## src/rtl/wam_ctl_pkg.sv

```systemverilog
// Shared types and constants for the Whac-A-Mole controller.
// Latency: n/a (declarations only).
// Backpressure: n/a.
// Contents: round states, mole sub-phases, LFSR seed/taps, BCD helpers.
package wam_ctl_pkg;

  typedef enum logic [1:0] {
    ST_IDLE = 2'd0,
    ST_PLAY = 2'd1,
    ST_OVER = 2'd2
  } state_t;

  typedef enum logic {
    PH_GAP = 1'b0,
    PH_UP  = 1'b1
  } phase_t;

  // x^8+x^6+x^5+x^4+1 as a Fibonacci shift-left: feedback from bits 7,5,4,3.
  localparam logic [7:0] LFSR_SEED = 8'hA5;
  localparam logic [7:0] LFSR_TAPS = 8'hB8;

  // Two-digit BCD decrement, {tens,ones}; 00 is never decremented in use.
  function automatic logic [7:0] bcd_dec(input logic [7:0] v);
    logic [7:0] r;
    if (v[3:0] == 4'd0) r = {v[7:4] - 4'd1, 4'd9};
    else                r = {v[7:4], v[3:0] - 4'd1};
    return r;
  endfunction

  function automatic logic [7:0] to_bcd(input int sec);
    return 8'(((sec / 10) << 4) | (sec % 10));
  endfunction

endpackage

```

## src/rtl/wam_ctl_if.sv

```systemverilog
// Game-side signal bundle between the player/score logic and wam_ctl.
// Latency: n/a (wires only).
// Backpressure: none; all signals are levels or single-cycle pulses.
// Signals: start (level), hit[7:0], holes[7:0] one-hot, playing, over,
//          time_left BCD {tens,ones}, scr_clr pulse.
interface wam_ctl_if;
  logic       start;
  logic [7:0] hit;
  logic [7:0] holes;
  logic       playing;
  logic       over;
  logic [7:0] time_left;
  logic       scr_clr;

  // master: the environment driving start/hit; slave: the controller.
  modport master (
    output start, hit,
    input  holes, playing, over, time_left, scr_clr
  );

  modport slave (
    input  start, hit,
    output holes, playing, over, time_left, scr_clr
  );
endinterface

```

## src/rtl/wam_lfsr.sv

```systemverilog
// Free-running 8-bit maximal-length LFSR used for hole selection.
// Latency: new value every clk_19 cycle; q is registered.
// Backpressure: none; advances unconditionally, never reaches 0.
// Ports: clk_19 clock, clr_n async active-low reset to seed, q[7:0] state.
module wam_lfsr
  import wam_ctl_pkg::*;
(
  input  logic       clk_19,
  input  logic       clr_n,
  output logic [7:0] q
);

  always_ff @(posedge clk_19 or negedge clr_n) begin
    if (!clr_n) q <= LFSR_SEED;
    else        q <= {q[6:0], ^(q & LFSR_TAPS)};
  end

endmodule

```

## src/rtl/wam_ctl.sv

```systemverilog
// Whac-A-Mole round sequencer: IDLE->PLAY->OVER, mole popping, BCD countdown.
// Latency: all outputs registered; start edge to playing/scr_clr is one cycle.
// Backpressure: none; hits outside the lit hole or during GAP are dropped.
// Ports: clk_19, clr_n (async active-low), bus (wam_ctl_if.slave).
module wam_ctl
  import wam_ctl_pkg::*;
#(
  parameter int SEC_TICKS = 95,
  parameter int GAME_SEC  = 60,
  parameter int MOLE_UP   = 64,
  parameter int UP_MIN    = 16,
  parameter int UP_STEP   = 8,
  parameter int GAP       = 16
) (
  input  logic      clk_19,
  input  logic      clr_n,
  wam_ctl_if.slave  bus
);

  localparam int         SW        = (SEC_TICKS > 1) ? $clog2(SEC_TICKS) : 1;
  localparam logic [7:0] TIME_INIT = to_bcd(GAME_SEC);

  state_t          state_q, state_d;
  phase_t          phase_q, phase_d;
  logic            start_q;
  logic [7:0]      time_q, time_d;
  logic [SW-1:0]   sec_q, sec_d;
  logic [7:0]      gap_q, gap_d;
  logic [7:0]      life_q, life_d;
  logic [7:0]      up_q, up_d;
  logic [7:0]      holes_q, holes_d;
  logic [2:0]      idx_q, idx_d;
  logic [2:0]      whack_q, whack_d;
  logic            scr_clr_q, scr_clr_d;
  logic            playing_q, over_q;

  logic [7:0]      lfsr;
  logic            unused_lfsr;
  logic            start_edge;
  logic            sec_wrap;
  logic [2:0]      cand;
  logic [2:0]      pick;

  wam_lfsr u_lfsr (
    .clk_19 (clk_19),
    .clr_n  (clr_n),
    .q      (lfsr)
  );

  // Only the low three bits choose a hole.
  assign unused_lfsr = ^lfsr[7:3];

  assign start_edge = bus.start & ~start_q;
  assign sec_wrap   = (sec_q == SW'(SEC_TICKS - 1));
  assign cand       = lfsr[2:0];
  // Never light the same hole twice in a row.
  assign pick       = (cand == idx_q) ? cand + 3'd1 : cand;

  always_comb begin
    state_d   = state_q;
    phase_d   = phase_q;
    time_d    = time_q;
    sec_d     = sec_q;
    gap_d     = gap_q;
    life_d    = life_q;
    up_d      = up_q;
    holes_d   = holes_q;
    idx_d     = idx_q;
    whack_d   = whack_q;
    scr_clr_d = 1'b0;

    case (state_q)
      ST_IDLE, ST_OVER: begin
        holes_d = 8'h00;
        if (start_edge) begin
          state_d   = ST_PLAY;
          scr_clr_d = 1'b1;
          time_d    = TIME_INIT;
          sec_d     = '0;
          phase_d   = PH_GAP;
          gap_d     = 8'd0;
          up_d      = 8'(MOLE_UP);
          whack_d   = 3'd0;
        end
      end

      ST_PLAY: begin
        sec_d = sec_wrap ? '0 : sec_q + SW'(1);
        if (sec_wrap) time_d = bcd_dec(time_q);

        if (sec_wrap && time_q == 8'h01) begin
          // Round end beats any mole activity this cycle, including a whack.
          state_d = ST_OVER;
          holes_d = 8'h00;
          phase_d = PH_GAP;
          gap_d   = 8'd0;
        end else if (phase_q == PH_GAP) begin
          if (gap_q == 8'(GAP - 1)) begin
            idx_d   = pick;
            holes_d = 8'h01 << pick;
            life_d  = up_q;
            phase_d = PH_UP;
          end else begin
            gap_d = gap_q + 8'd1;
          end
        end else begin
          // A hit on the final lit cycle still counts as a whack.
          if (bus.hit[idx_q]) begin
            holes_d = 8'h00;
            phase_d = PH_GAP;
            gap_d   = 8'd0;
            whack_d = whack_q + 3'd1;
            if (whack_q == 3'd7) begin
              if ({1'b0, up_q} >= 9'(UP_MIN + UP_STEP)) up_d = up_q - 8'(UP_STEP);
              else                                      up_d = 8'(UP_MIN);
            end
          end else if (life_q <= 8'd1) begin
            holes_d = 8'h00;
            phase_d = PH_GAP;
            gap_d   = 8'd0;
          end else begin
            life_d = life_q - 8'd1;
          end
        end
      end

      default: begin
        state_d = ST_IDLE;
        holes_d = 8'h00;
      end
    endcase
  end

  always_ff @(posedge clk_19 or negedge clr_n) begin
    if (!clr_n) begin
      state_q   <= ST_IDLE;
      phase_q   <= PH_GAP;
      start_q   <= 1'b0;
      time_q    <= TIME_INIT;
      sec_q     <= '0;
      gap_q     <= 8'd0;
      life_q    <= 8'd0;
      up_q      <= 8'(MOLE_UP);
      holes_q   <= 8'h00;
      idx_q     <= 3'd0;
      whack_q   <= 3'd0;
      scr_clr_q <= 1'b0;
      playing_q <= 1'b0;
      over_q    <= 1'b0;
    end else begin
      state_q   <= state_d;
      phase_q   <= phase_d;
      start_q   <= bus.start;
      time_q    <= time_d;
      sec_q     <= sec_d;
      gap_q     <= gap_d;
      life_q    <= life_d;
      up_q      <= up_d;
      holes_q   <= holes_d;
      idx_q     <= idx_d;
      whack_q   <= whack_d;
      scr_clr_q <= scr_clr_d;
      playing_q <= (state_d == ST_PLAY);
      over_q    <= (state_d == ST_OVER);
    end
  end

  assign bus.holes     = holes_q;
  assign bus.playing   = playing_q;
  assign bus.over      = over_q;
  assign bus.time_left = time_q;
  assign bus.scr_clr   = scr_clr_q;

endmodule

```

## src/flat_wrapper.sv

```systemverilog
// flat-port wrapper written by rule: the top's interface ports become plain ports
module wam_ctl_flat import wam_ctl_pkg::*;
#(
  parameter int SEC_TICKS = 95,
  parameter int GAME_SEC  = 60,
  parameter int MOLE_UP   = 64,
  parameter int UP_MIN    = 16,
  parameter int UP_STEP   = 8,
  parameter int GAP       = 16
)
  (clk_19, clr_n, bus_start, bus_hit, bus_holes, bus_playing, bus_over, bus_time_left, bus_scr_clr);
  wam_ctl_if bus_i ();
  input  logic clk_19;
  input  logic clr_n;
  input wire logic [$bits(bus_i.start)-1:0] bus_start;
  input wire logic [$bits(bus_i.hit)-1:0] bus_hit;
  output wire logic [$bits(bus_i.holes)-1:0] bus_holes;
  output wire logic [$bits(bus_i.playing)-1:0] bus_playing;
  output wire logic [$bits(bus_i.over)-1:0] bus_over;
  output wire logic [$bits(bus_i.time_left)-1:0] bus_time_left;
  output wire logic [$bits(bus_i.scr_clr)-1:0] bus_scr_clr;
  assign bus_i.start = bus_start;
  assign bus_i.hit = bus_hit;
  assign bus_holes = bus_i.holes;
  assign bus_playing = bus_i.playing;
  assign bus_over = bus_i.over;
  assign bus_time_left = bus_i.time_left;
  assign bus_scr_clr = bus_i.scr_clr;
  wam_ctl #(.SEC_TICKS(SEC_TICKS), .GAME_SEC(GAME_SEC), .MOLE_UP(MOLE_UP), .UP_MIN(UP_MIN), .UP_STEP(UP_STEP), .GAP(GAP)) u_core (.clk_19(clk_19), .clr_n(clr_n), .bus(bus_i));
endmodule
```

## config.mk

```make
export PLATFORM = sky130hd
export DESIGN_NAME = wam_ctl_flat
export DESIGN_NICKNAME = d
export VERILOG_FILES = /design/src/rtl/wam_ctl_pkg.sv /design/src/rtl/wam_ctl_if.sv /design/src/rtl/wam_lfsr.sv /design/src/rtl/wam_ctl.sv /design/src/flat_wrapper.sv
export SDC_FILE = /design/constraint.sdc
export NUM_CORES = 1
export LEC_CHECK = 0
export ABC_AREA = 1
export ABC_CLOCK_PERIOD_IN_PS = 2350
export BUFFER_PORTS_ARGS = -buffer_cell sky130_fd_sc_hd__clkbuf_2
export CORE_AREA = 2 2 89 91
export CTS_CLUSTER_SIZE = 16
export DETAILED_ROUTE_END_ITERATION = 12
export DIE_AREA = 0 0 91 93
export GPL_ROUTABILITY_DRIVEN = 0
export GPL_TIMING_DRIVEN = 0
export PLACE_DENSITY = 0.67
export SLEW_MARGIN = 20
export SYNTH_ARGS = -nofsm -noshare
export SYNTH_HDL_FRONTEND = slang
export SYNTH_SLANG_ARGS = --single-unit
```

## constraint.sdc

```tcl
create_clock -name clk_19 -period 2.35 [get_ports clk_19]
set_input_delay 0.3525 -clock clk_19 [delete_from_list [all_inputs] [get_ports clk_19]]
set_output_delay 0.3525 -clock clk_19 [all_outputs]
set_load 0.02 [all_outputs]
```

==> flow_summary.yaml, run 1 <==
run_status:
  outcome: "finished, final reports clean"
global_route:
  grt_pass1_vias: 2846
  grt_pass1_wl_um: 13100
  overflow: 0
  grt_antenna_before_repair: 0
  grt_max_degree: 43
  grt.total_usage_pct: 19.0
min_path:
  hp-start: "bus_start"
  hold_depth: 1
  hp-class: "input port to register"
  min_to: "u_core.start_q$_DFF_PN0_"
cts:
  numCtsBuffers: 9
  cts_tree: "built"
  root_buffer: "clkbuf_8"
  cts_resized: 0
  cts_sinks: 65
  cts_hold_buf: 1
  clock_path_buffers: 2
  clock_latency_ns: 0.35
  postCtsSetupRepairBufs: 0
  htreeDepth: 3
  cts.clk_slew.worst_paths_ns: 0.08
floorplan:
  io_pins: 30
  die_x_um: 91
  dieHeight_um: 93
  dieArea_mm2: 0.00846
  num_rows: 32
  core_area_mm2: 0.00753
  start_util_pct: 48.2
setup_path:
  max_stage_delay_ns: 0.53
  cp_slowest_cell: "dfstp_2"
  crit_top_cell: "nand2_1"
  critPathMaxFanout: 9
  critical_path_arrival_ns: 2.27
  crit_type: "register to register"
  r2r-start: "u_core.bus.time_left[5]$_DFFE_PN1P_"
  ff2ff_path_depth: 11
  rrSetupSlack_ns: 0.37
  r2r-end: "u_core.gap_q[6]$_DFFE_PN0P_"
  cp_cell_sequence: "inv_1 > ha_1 > nand2_1 > inv_1 > nand3_2 > nor2_8 > nor2_2 > nand3_4 > nand2_1 > nand2_1 > nand2_1"
  cp.required_ns: 2.64
  crit_path_end_kind: "register"
  startpoint_type: "register"
placed_design:
  placed_cell_area_mm2: 0.00392
  numPortBuffers: 29
  hpwl_um: 5370
timing:
  min_period_ns: 1.98
  finalSetupViolations: 0
  slew_headroom_pct: 74.7
  fin_crit_sh_pct: 84.3
  clock_skew_ns: 0.00811
  slew_viol_final: 0
  fmaxAchievable_ghz: 0.505
  finalSetupTns_ns: 0
  finalHoldViolCount: 0
  rsz0062_at_grt: "false"
  worstMarginPinSlew_ns: 0.379
layout:
  insertedDiodeCount: 0
  fin_area_mm2: 0.00413
  fin_nets: 533
  area_growth_pct: 13.8
  layout-drive-gt1-share_pct: 15.4
logic_synthesis:
  synth_cells: 467
  ys_warn_count: 0
  synth_top_area_cell: "dfrtp_1"
  ys_seq_elements: 65
  syn-num-nets: 491
  ys_types: 36
  synth_top_area_share_pct: 40.0
  synth_area_mm2: 0.00362
  netlist_top_cells_area: "dfrtp_1, nand2_1, inv_1, nand3_1, dfstp_2"
  synth.avg_cell_area_um2: 7.76
  synth-seq-area-share_pct: 45.1
detailed_routing:
  first_pass_iters: 4
  dr_total_vias: 2961
  drt-total-wl_um: 7180
  wl_per_cell_um: 11.7
  dr.first_iter.drc_count: 175
  viasPerCell: 4.81
  drc: 0
  drtAntennaViolNets: 0
power_and_ir_drop:
  power.leakage_nw: 2.26
  ir_worst_vdd_mv: 0.442
  p_per_area_mw_per_mm2: 1050
run:
  cap_violations: 0
[state kept, by name, indices dropped and copies added (netlist names)]
| signal | cells |
|---|---|
| u_core.bus.holes | 8 |
| u_core.bus.over | 1 |
| u_core.bus.playing | 1 |
| u_core.bus.scr_clr | 1 |
| u_core.bus.time_left | 8 |
| u_core.gap_q | 8 |
| u_core.idx_q | 3 |
| u_core.life_q | 8 |
| u_core.phase_q | 1 |
| u_core.sec_q | 7 |
| u_core.start_q | 1 |
| u_core.state_q | 2 |
| u_core.u_lfsr.q | 8 |
| u_core.up_q | 5 |
| u_core.whack_q | 3 |
[per-stage QoR]
step / worst slack (ns) / cells / power, mW / util (%) / hold WS (ns)
after floorplan: 0.559 / 467 / 3.00 / - / 0.0569
after global placement: 0.394 / 598 / 3.34 / 51.8 / 0.335
after detailed placement: 0.376 / 599 / 3.40 / 52.1 / 0.312
after CTS: 0.359 / 616 / 4.37 / 54.8 / 0.120
after global routing: 0.142 / 616 / 4.74 / 54.8 / 0.118
final: 0.370 / 616 / 4.34 / 54.8 / 0.127
[critical path: cells and delay by family (launching register included)]
| family | cells | cell delay, ns |
|---|---|---|
| buffers and inverters | 2 | 0.11 |
| DFF | 1 | 0.53 |
| and+or+nand+nor | 8 | 1.07 |
| adders and majority gates | 1 | 0.19 |
[report_power, final]
part           internal (mW)  total (mW)  switching [mW]
logic                  0.633        1.72            1.08
registers               1.41        1.66           0.245
clock network          0.515       0.963           0.448
total                   2.56        4.34            1.78
[synth_stat cells, drive strengths merged]
cell    number
nor2        42
a31oi        1
o21a         1
nor3         7
dfrtp       58
nand3       41
xnor2        6
dfstp        7
o22ai        6
o211ai       1
a21oi        7
buf          4
mux2i        1
a32oi        1
nand2      151
clkbuf       1
or2          2
o31ai        1
inv         70
xor2        12
nand4       10
ha          13
o21ai       24
[cell families (layout without fill, tap and decap cells)]
family                   after synthesis  in the layout  share of synthesized area, %
AO/OA/AOI/OAI                         42             42                          6.56
XOR/XNOR                              18             18                          4.35
adder cells (fa/ha/maj)               13             13                          4.49
buffers and inverters                 75            122                          8.15
flip-flops                            65             65                          45.1
multiplexers                           1              1                         0.276
AND/OR/NAND/NOR                      253            253                          31.1
[layout make-up]
type                            count  area, um^2
Tap cell                          102         128
Timing Repair Buffer               31         178
Buffer                              5        32.5
Clock inverter                      5        55.1
Clock buffer                       11         141
Sequential cell                    65        1640
Multi-Input combinational cell    327        1690
Inverter                           70         263
Fill cell                         726        3400
[how the worst max path moves through the flow]
stage	endpoint	from	slack [ns]	depth (start not counted)
floorplan	u_core.life_q[0]$_DFFE_PN0P_	u_core.bus.time_left[5]$_DFFE_PN1P_	0.56	11
CTS	u_core.gap_q[6]$_DFFE_PN0P_	u_core.bus.time_left[5]$_DFFE_PN1P_	0.36	11
finish	u_core.gap_q[6]$_DFFE_PN0P_	u_core.bus.time_left[5]$_DFFE_PN1P_	0.37	11
global placement	u_core.gap_q[6]$_DFFE_PN0P_	u_core.bus.time_left[5]$_DFFE_PN1P_	0.39	11
detailed placement	u_core.gap_q[4]$_DFFE_PN0P_	u_core.bus.time_left[5]$_DFFE_PN1P_	0.38	11
global route	u_core.gap_q[2]$_DFFE_PN0P_	u_core.sec_q[0]$_DFFE_PN0P_	0.14	11
[layout by cell type (no fill, tap or decap), drive strengths merged, types with 2 or more instances in the layout]
cell      instances
nand3            41
clkinvlp          2
clkbuf           41
a21oi             7
o22ai             6
o21ai            24
nand2           151
dfrtp            58
inv              70
xnor2             6
nor2             42
ha               13
nand4            10
dfstp             7
clkinv            2
buf               5
or2               2
xor2             12
nor3              7
[routing by layer]
layer | part of all wire, % | track usage [%]
met3 | 3.4 | 3.14
met2 | 45 | 29.6
met1 | 50 | 26.7
met5 | 0 | 0
met4 | 1.6 | 7.58
Note: power is estimated with default switching activity, not from simulation.
==> run 2, diff against run 1 <==
--- a/config.mk
+++ b/config.mk
@@ -6,7 +6,7 @@
 export NUM_CORES = 1
 export LEC_CHECK = 0
 export ABC_AREA = 1
-export ABC_CLOCK_PERIOD_IN_PS = 2350
+export ABC_CLOCK_PERIOD_IN_PS = 1990
 export BUFFER_PORTS_ARGS = -buffer_cell sky130_fd_sc_hd__clkbuf_2
 export CORE_AREA = 2 2 89 91
 export CTS_CLUSTER_SIZE = 16
==> constraint.sdc (replaced) <==
create_clock -name clk_19 -period 1.99 [get_ports clk_19]
set_input_delay 0.2985 -clock clk_19 [delete_from_list [all_inputs] [get_ports clk_19]]
set_output_delay 0.2985 -clock clk_19 [all_outputs]
set_load 0.02 [all_outputs]
==> flow_summary.yaml, run 2 (same netlist as run 1, synthesis figures left out) <==
run_status:
  outcome: "finished, final reports clean"
global_route:
  met1_usage_pct: 26.6
  met2_usage_pct: 29.6
  grt_pass1_wl_um: 13000
  grt_antenna_before_repair: 0
  grt_max_degree: 43
  grt.total_usage_pct: 19.0
  grt_pass1_vias: 2846
  met3_usage_pct: 3.14
  overflow: 0
  busiest_layer: "met2"
detailed_routing:
  drc: 0
  viasPerCell: 4.81
  drtAntennaViolNets: 0
  dr_total_vias: 3004
  first_pass_iters: 4
  wl_per_cell_um: 11.7
  dr.first_iter.drc_count: 191
  drt-total-wl_um: 7340
cts:
  clock_path_buffers: 2
  root_buffer: "clkbuf_8"
  cts_tree: "built"
  numCtsBuffers: 9
  cts_sinks: 65
  htreeDepth: 3
  cts.clk_slew.worst_paths_ns: 0.07
  clock_latency_ns: 0.35
timing:
  fin_crit_sh_pct: 94.9
  slew_headroom_pct: 75.2
  slew_viol_final: 0
  fmaxAchievable_ghz: 0.529
  finalHoldViolCount: 0
  finalSetupViolations: 0
  hold_slack_ns: 0.0728
  min_period_ns: 1.89
  clock_skew_ns: 0.00787
  worstMarginPinSlew_ns: 0.371
layout:
  fin_nets: 542
  fin_cells: 625
  final_common_cell: "nand2_1"
  layout-drive-gt1-share_pct: 18.4
  mostFrequentLayoutCells: "nand2_1, inv_1, dfrtp_1"
  insertedDiodeCount: 0
  fin_area_mm2: 0.00426
  area_growth_pct: 17.5
placed_design:
  numPlacedInstances: 599
  numPortBuffers: 29
  hpwl_um: 5370
  placed_cell_area_mm2: 0.00392
power_and_ir_drop:
  p_per_area_mw_per_mm2: 1220
  power.leakage_nw: 2.30
  ir_worst_vdd_mv: 0.526
  total_power_mw: 5.22
setup_path:
  startpoint_type: "register"
  crit_path_end_kind: "register"
  crit_type: "register to register"
  cp.required_ns: 2.23
  critPathMaxFanout: 8
  critical_path_arrival_ns: 2.12
floorplan:
  num_rows: 32
  core_area_mm2: 0.00753
  die_x_um: 91
  start_util_pct: 48.2
  dieArea_mm2: 0.00846
  io_pins: 30
  dieHeight_um: 93
min_path:
  hp-class: "input port to register"
run:
  cap_violations: 0
run 2: changes by cell type in the layout (fill, tap and decap cells not counted), sizes merged:
cell / change
clkbuf: +1
buf: +8
run 2: worst paths after layout:
| path | endpoint | cells past startpoint | slack [ns] | start |
|---|---|---|---|---|
| min reg2reg | u_core.u_lfsr.q[7]$_DFF_PN1_ | 0 | 0.36 | u_core.u_lfsr.q[6]$_DFF_PN0_ |
| min in group asynchronous | u_core.gap_q[0]$_DFFE_PN0P_ | 2 | 0.41 | clr_n |
| max | u_core.life_q[7]$_DFFE_PN0P_ | 12 | 0.10 | u_core.sec_q[0]$_DFFE_PN0P_ |
| max in group asynchronous | u_core.u_lfsr.q[7]$_DFF_PN1_ | 3 | 0.97 | clr_n |
| max reg2reg | u_core.life_q[7]$_DFFE_PN0P_ | 12 | 0.10 | u_core.sec_q[0]$_DFFE_PN0P_ |
| min | u_core.start_q$_DFF_PN0_ | 1 | 0.07 | bus_start |
run 2: per-layer routing:
metal	wire (um)	share of wire, %
met1	3670	50
met2	3340	45
met3	216	2.9
met4	114	1.6
met5	0	0
run 2: what timing repair did:
item	CTS	global route
resized for setup	1	13
hold endpoints to repair	22	0
buffers inserted	0	8
endpoints found under the setup margin	2	29
pin swaps	0	7
gates cloned	0	1
hold buffers	1	0
run 2: layout make-up:
cell class,count,area (um^2)
clock inverter,5,55.1
tap,102,128
inverter,70,263
sequential,65,1640
multi-input combinational,327,1740
buffer,5,36.3
clock buffer,11,141
timing repair buffer,40,263
fill,713,3270
run 2: critical path, stage by stage, from the launching register on:
cell and delay, ns:
dfrtp_1 0.41, inv_1 0.07, ha_2 0.17, inv_1 0.05, nor2_2 0.12, nand3_4 0.13
nor2_8 0.22, nor2_4 0.09, nand3_4 0.16, nand2_4 0.10, buf_4 0.14, nand2_1 0.06
o21ai_1 0.06
run 2: per-stage QoR:
stage	setup slack, ns	utilization, %	setup TNS [ns]
4_1_cts	0.0197	54.9	0
6_report	0.101	56.6	0
3_3_place_gp	0.0339	51.8	0
2_1_floorplan	0.199	-	0
3_5_place_dp	0.0157	52.1	0
5_1_grt	-0.00741	56.6	-0.0115
run 2: where the power goes:
group	switching, mW	internal, mW	total, mW
combinational	1.32	0.801	2.12
clock	0.528	0.608	1.14
sequential	0.289	1.67	1.96
total	2.14	3.08	5.22
==> run 3, diff against run 2 <==
--- a/config.mk
+++ b/config.mk
@@ -5,13 +5,12 @@
 export SDC_FILE = /design/constraint.sdc
 export NUM_CORES = 1
 export LEC_CHECK = 0
-export ABC_AREA = 1
 export ABC_CLOCK_PERIOD_IN_PS = 1990
 export BUFFER_PORTS_ARGS = -buffer_cell sky130_fd_sc_hd__clkbuf_2
-export CORE_AREA = 2 2 89 91
+export CORE_AREA = 2 2 86 88
 export CTS_CLUSTER_SIZE = 16
 export DETAILED_ROUTE_END_ITERATION = 12
-export DIE_AREA = 0 0 91 93
+export DIE_AREA = 0 0 88 90
 export GPL_ROUTABILITY_DRIVEN = 0
 export GPL_TIMING_DRIVEN = 0
 export PLACE_DENSITY = 0.67
==> flow_summary.yaml, run 3 <==
global_route:
  grt_antenna_before_repair: 0
  grt_max_degree: 38
  grt_pass1_wl_um: 13400
  grt.total_usage_pct: 21.3
  overflow: 0
  grt_pass1_vias: 2829
floorplan:
  core_area_mm2: 0.00702
  dieArea_mm2: 0.00792
  start_util_pct: 48.0
  die_x_um: 88
  num_rows: 31
  dieHeight_um: 90
  io_pins: 30
cts:
  numCtsBuffers: 9
  root_buffer: "clkbuf_8"
  cts_sinks: 65
  cts.clk_slew.worst_paths_ns: 0.07
  htreeDepth: 3
  cts_tree: "built"
  clock_path_buffers: 2
  clock_latency_ns: 0.34
logic_synthesis:
  netlist_top_cells_area: "dfrtp_1, dfstp_2, ha_1, o21ai_0, nor3_1"
  synth_top_area_share_pct: 43.1
  synth_cells: 335
  synthTopCellsByCount: "dfrtp_1, o21ai_0, nand2_1"
  syn-num-nets: 359
  yosysMostFrequentCell: "dfrtp_1"
  synth-seq-area-share_pct: 48.5
  ys_seq_elements: 65
  synth_edf_count: 0
  ys_warn_count: 0
  synth_area_mm2: 0.00337
  ys_async_sr_fraction_pct: 100
  ys_types: 55
  synth-main-ff-cell: "dfrtp_1"
  synth_top_area_cell: "dfrtp_1"
  synth.avg_cell_area_um2: 10.1
placed_design:
  numPlacedInstances: 464
  numPortBuffers: 29
  hpwl_um: 5040
  placed_cell_area_mm2: 0.00368
power_and_ir_drop:
  switching_power_mw: 1.99
  power_frac_seq_pct: 38.1
  ir_worst_vdd_mv: 0.467
  total_power_mw: 5.38
  swShare_pct: 37.0
  pwr-share-comb_pct: 38.2
  power.leakage_nw: 2.01
  clock_power_share_pct: 23.7
  power.internal_mw: 3.39
  p_per_area_mw_per_mm2: 1200
detailed_routing:
  dr_total_vias: 2864
  drc: 0
  drt-total-wl_um: 8070
  viasPerCell: 5.60
  first_pass_iters: 4
  wl_per_cell_um: 15.8
  drtAntennaViolNets: 0
  dr.first_iter.drc_count: 169
timing:
  fin_crit_sh_pct: 117
  finalSetupViolations: 41
  fmaxAchievable_ghz: 0.428
  clock_skew_ns: 0.00495
  final.setup.worst_slack_ns: -0.347
  slew_viol_final: 0
  min_period_ns: 2.34
  rsz0062_at_grt: "true"
  slew_headroom_pct: 48.2
  finalHoldViolCount: 0
  worstMarginPinSlew_ns: 0.774
run:
  cap_violations: 0
setup_path:
  critPathMaxFanout: 5
  startpoint_type: "register"
  cp_slowest_cell: "or4_4"
  crit_path_end_kind: "register"
  crit_top_cell: "or4_4"
  crit_type: "register to register"
  path_buf_inv: 0
  cp_cell_sequence: "or4_4 > or4_4 > and3_4 > or3_4 > a22o_1"
  max_stage_delay_ns: 0.54
  crit_family: "simple AND/OR/NAND/NOR gates"
  cp.required_ns: 2.22
  critical_path_arrival_ns: 2.57
run_status:
  outcome: "finished with violations"
  violations: "setup timing"
layout:
  fin_cells: 511
  insertedDiodeCount: 0
  layout-drive-gt1-share_pct: 33.3
  final_common_cell: "dfrtp_1"
  area_growth_pct: 32.7
  mostFrequentLayoutCells: "dfrtp_1, clkbuf_2, o21ai_0"
  fin_nets: 431
  fin_area_mm2: 0.00447
  final_util_pct: 63.7
min_path:
  hp-class: "input port to register"
-- run 3: changes by cell type after synthesis, moves of 9 or more --
| cell | change |
|---|---|
| nand4_1 | -9 |
| o21ai_0 | +10 |
| nor3_1 | +12 |
| nand2_1 | -122 |
| inv_1 | -47 |
| a22o_1 | +9 |
| a21oi_1 | +10 |
| nand3_1 | -20 |
| a31oi_1 | +9 |
| nor2_1 | -19 |
-- run 3: power by group through the flow --
stage	combinational (mW)	clock, mW	sequential (mW)
floorplan	1.14	0	1.99
global route	2.29	1.36	2.11
detailed placement	1.53	0	2.04
finish	2.06	1.28	2.05
global placement	1.46	0	2.02
CTS	1.82	1.30	2.01
-- run 3: kinds of logic after synthesis --
| kind of cell | synth area share (%) |
|---|---|
| mux | 4.12 |
| buf+inv | 3.79 |
| fa+ha+maj | 4.83 |
| simple gates | 20.3 |
| compound gates | 15.9 |
| flops | 48.5 |
| xor+xnor | 2.60 |
-- run 3: metrics by stage --
stage	setup WS (ns)	TNS [ns]	hold slack, ns
final	-0.347	-8.30	0.0723
after global routing	-0.386	-12.65	0.0748
after CTS	-0.340	-8.55	0.0674
after detailed placement	-0.761	-22.31	0.283
after global placement	-0.819	-22.57	0.337
after floorplan	-0.614	-12.45	0.00291
-- run 3: what timing repair did --
action	4_1_cts	5_1_grt
buffers inserted	26	6
setup endpoints to repair	46	51
pin swaps	24	11
gates cloned	0	2
resized for setup	34	28
hold endpoints to repair	24	0
hold buffers	1	0
-- run 3: metal layers --
layer  share of wire [%]  GRT usage [%]  vias up
li1                    -              -     1376
met1                  44           27.6     1422
met2                  51           34.9       49
met3                 2.6           3.12       17
met4                 2.4           9.36        0
met5                   0              0        -
-- run 3: area by class of cell --
cell class,count,area [um^2]
fill,556,2550
multi-input combinational,242,1860
sequential,65,1640
timing repair buffer,64,494
clock buffer,11,151
tap,99,124
clock inverter,5,77.6
inverter,18,67.6
buffer,7,56.3
-- run 3: path summary, 6_finish.rpt --
path                                                     start                      endpoint  slack, ns  cells past startpoint
max                        u_core.bus.time_left[3]$_DFFE_PN0P_   u_core.gap_q[6]$_DFFE_PN0P_      -0.35                      5
min                                                  bus_start      u_core.start_q$_DFF_PN0_       0.07                      1
max reg2reg                u_core.bus.time_left[3]$_DFFE_PN0P_   u_core.gap_q[6]$_DFFE_PN0P_      -0.35                      5
min reg2reg                       u_core.u_lfsr.q[6]$_DFF_PN0_  u_core.u_lfsr.q[7]$_DFF_PN1_       0.36                      0
max in group asynchronous                                clr_n    u_core.up_q[6]$_DFFE_PN1P_       0.93                      3
min in group asynchronous                                clr_n   u_core.gap_q[6]$_DFFE_PN0P_       0.45                      2
-- run 3: worst register-to-register path, stage by stage (launching register included) --
cell and delay (ns):
dfrtp_2 0.41, or4_4 0.54, or4_4 0.48, and3_4 0.20
or3_4 0.38, a22o_1 0.21
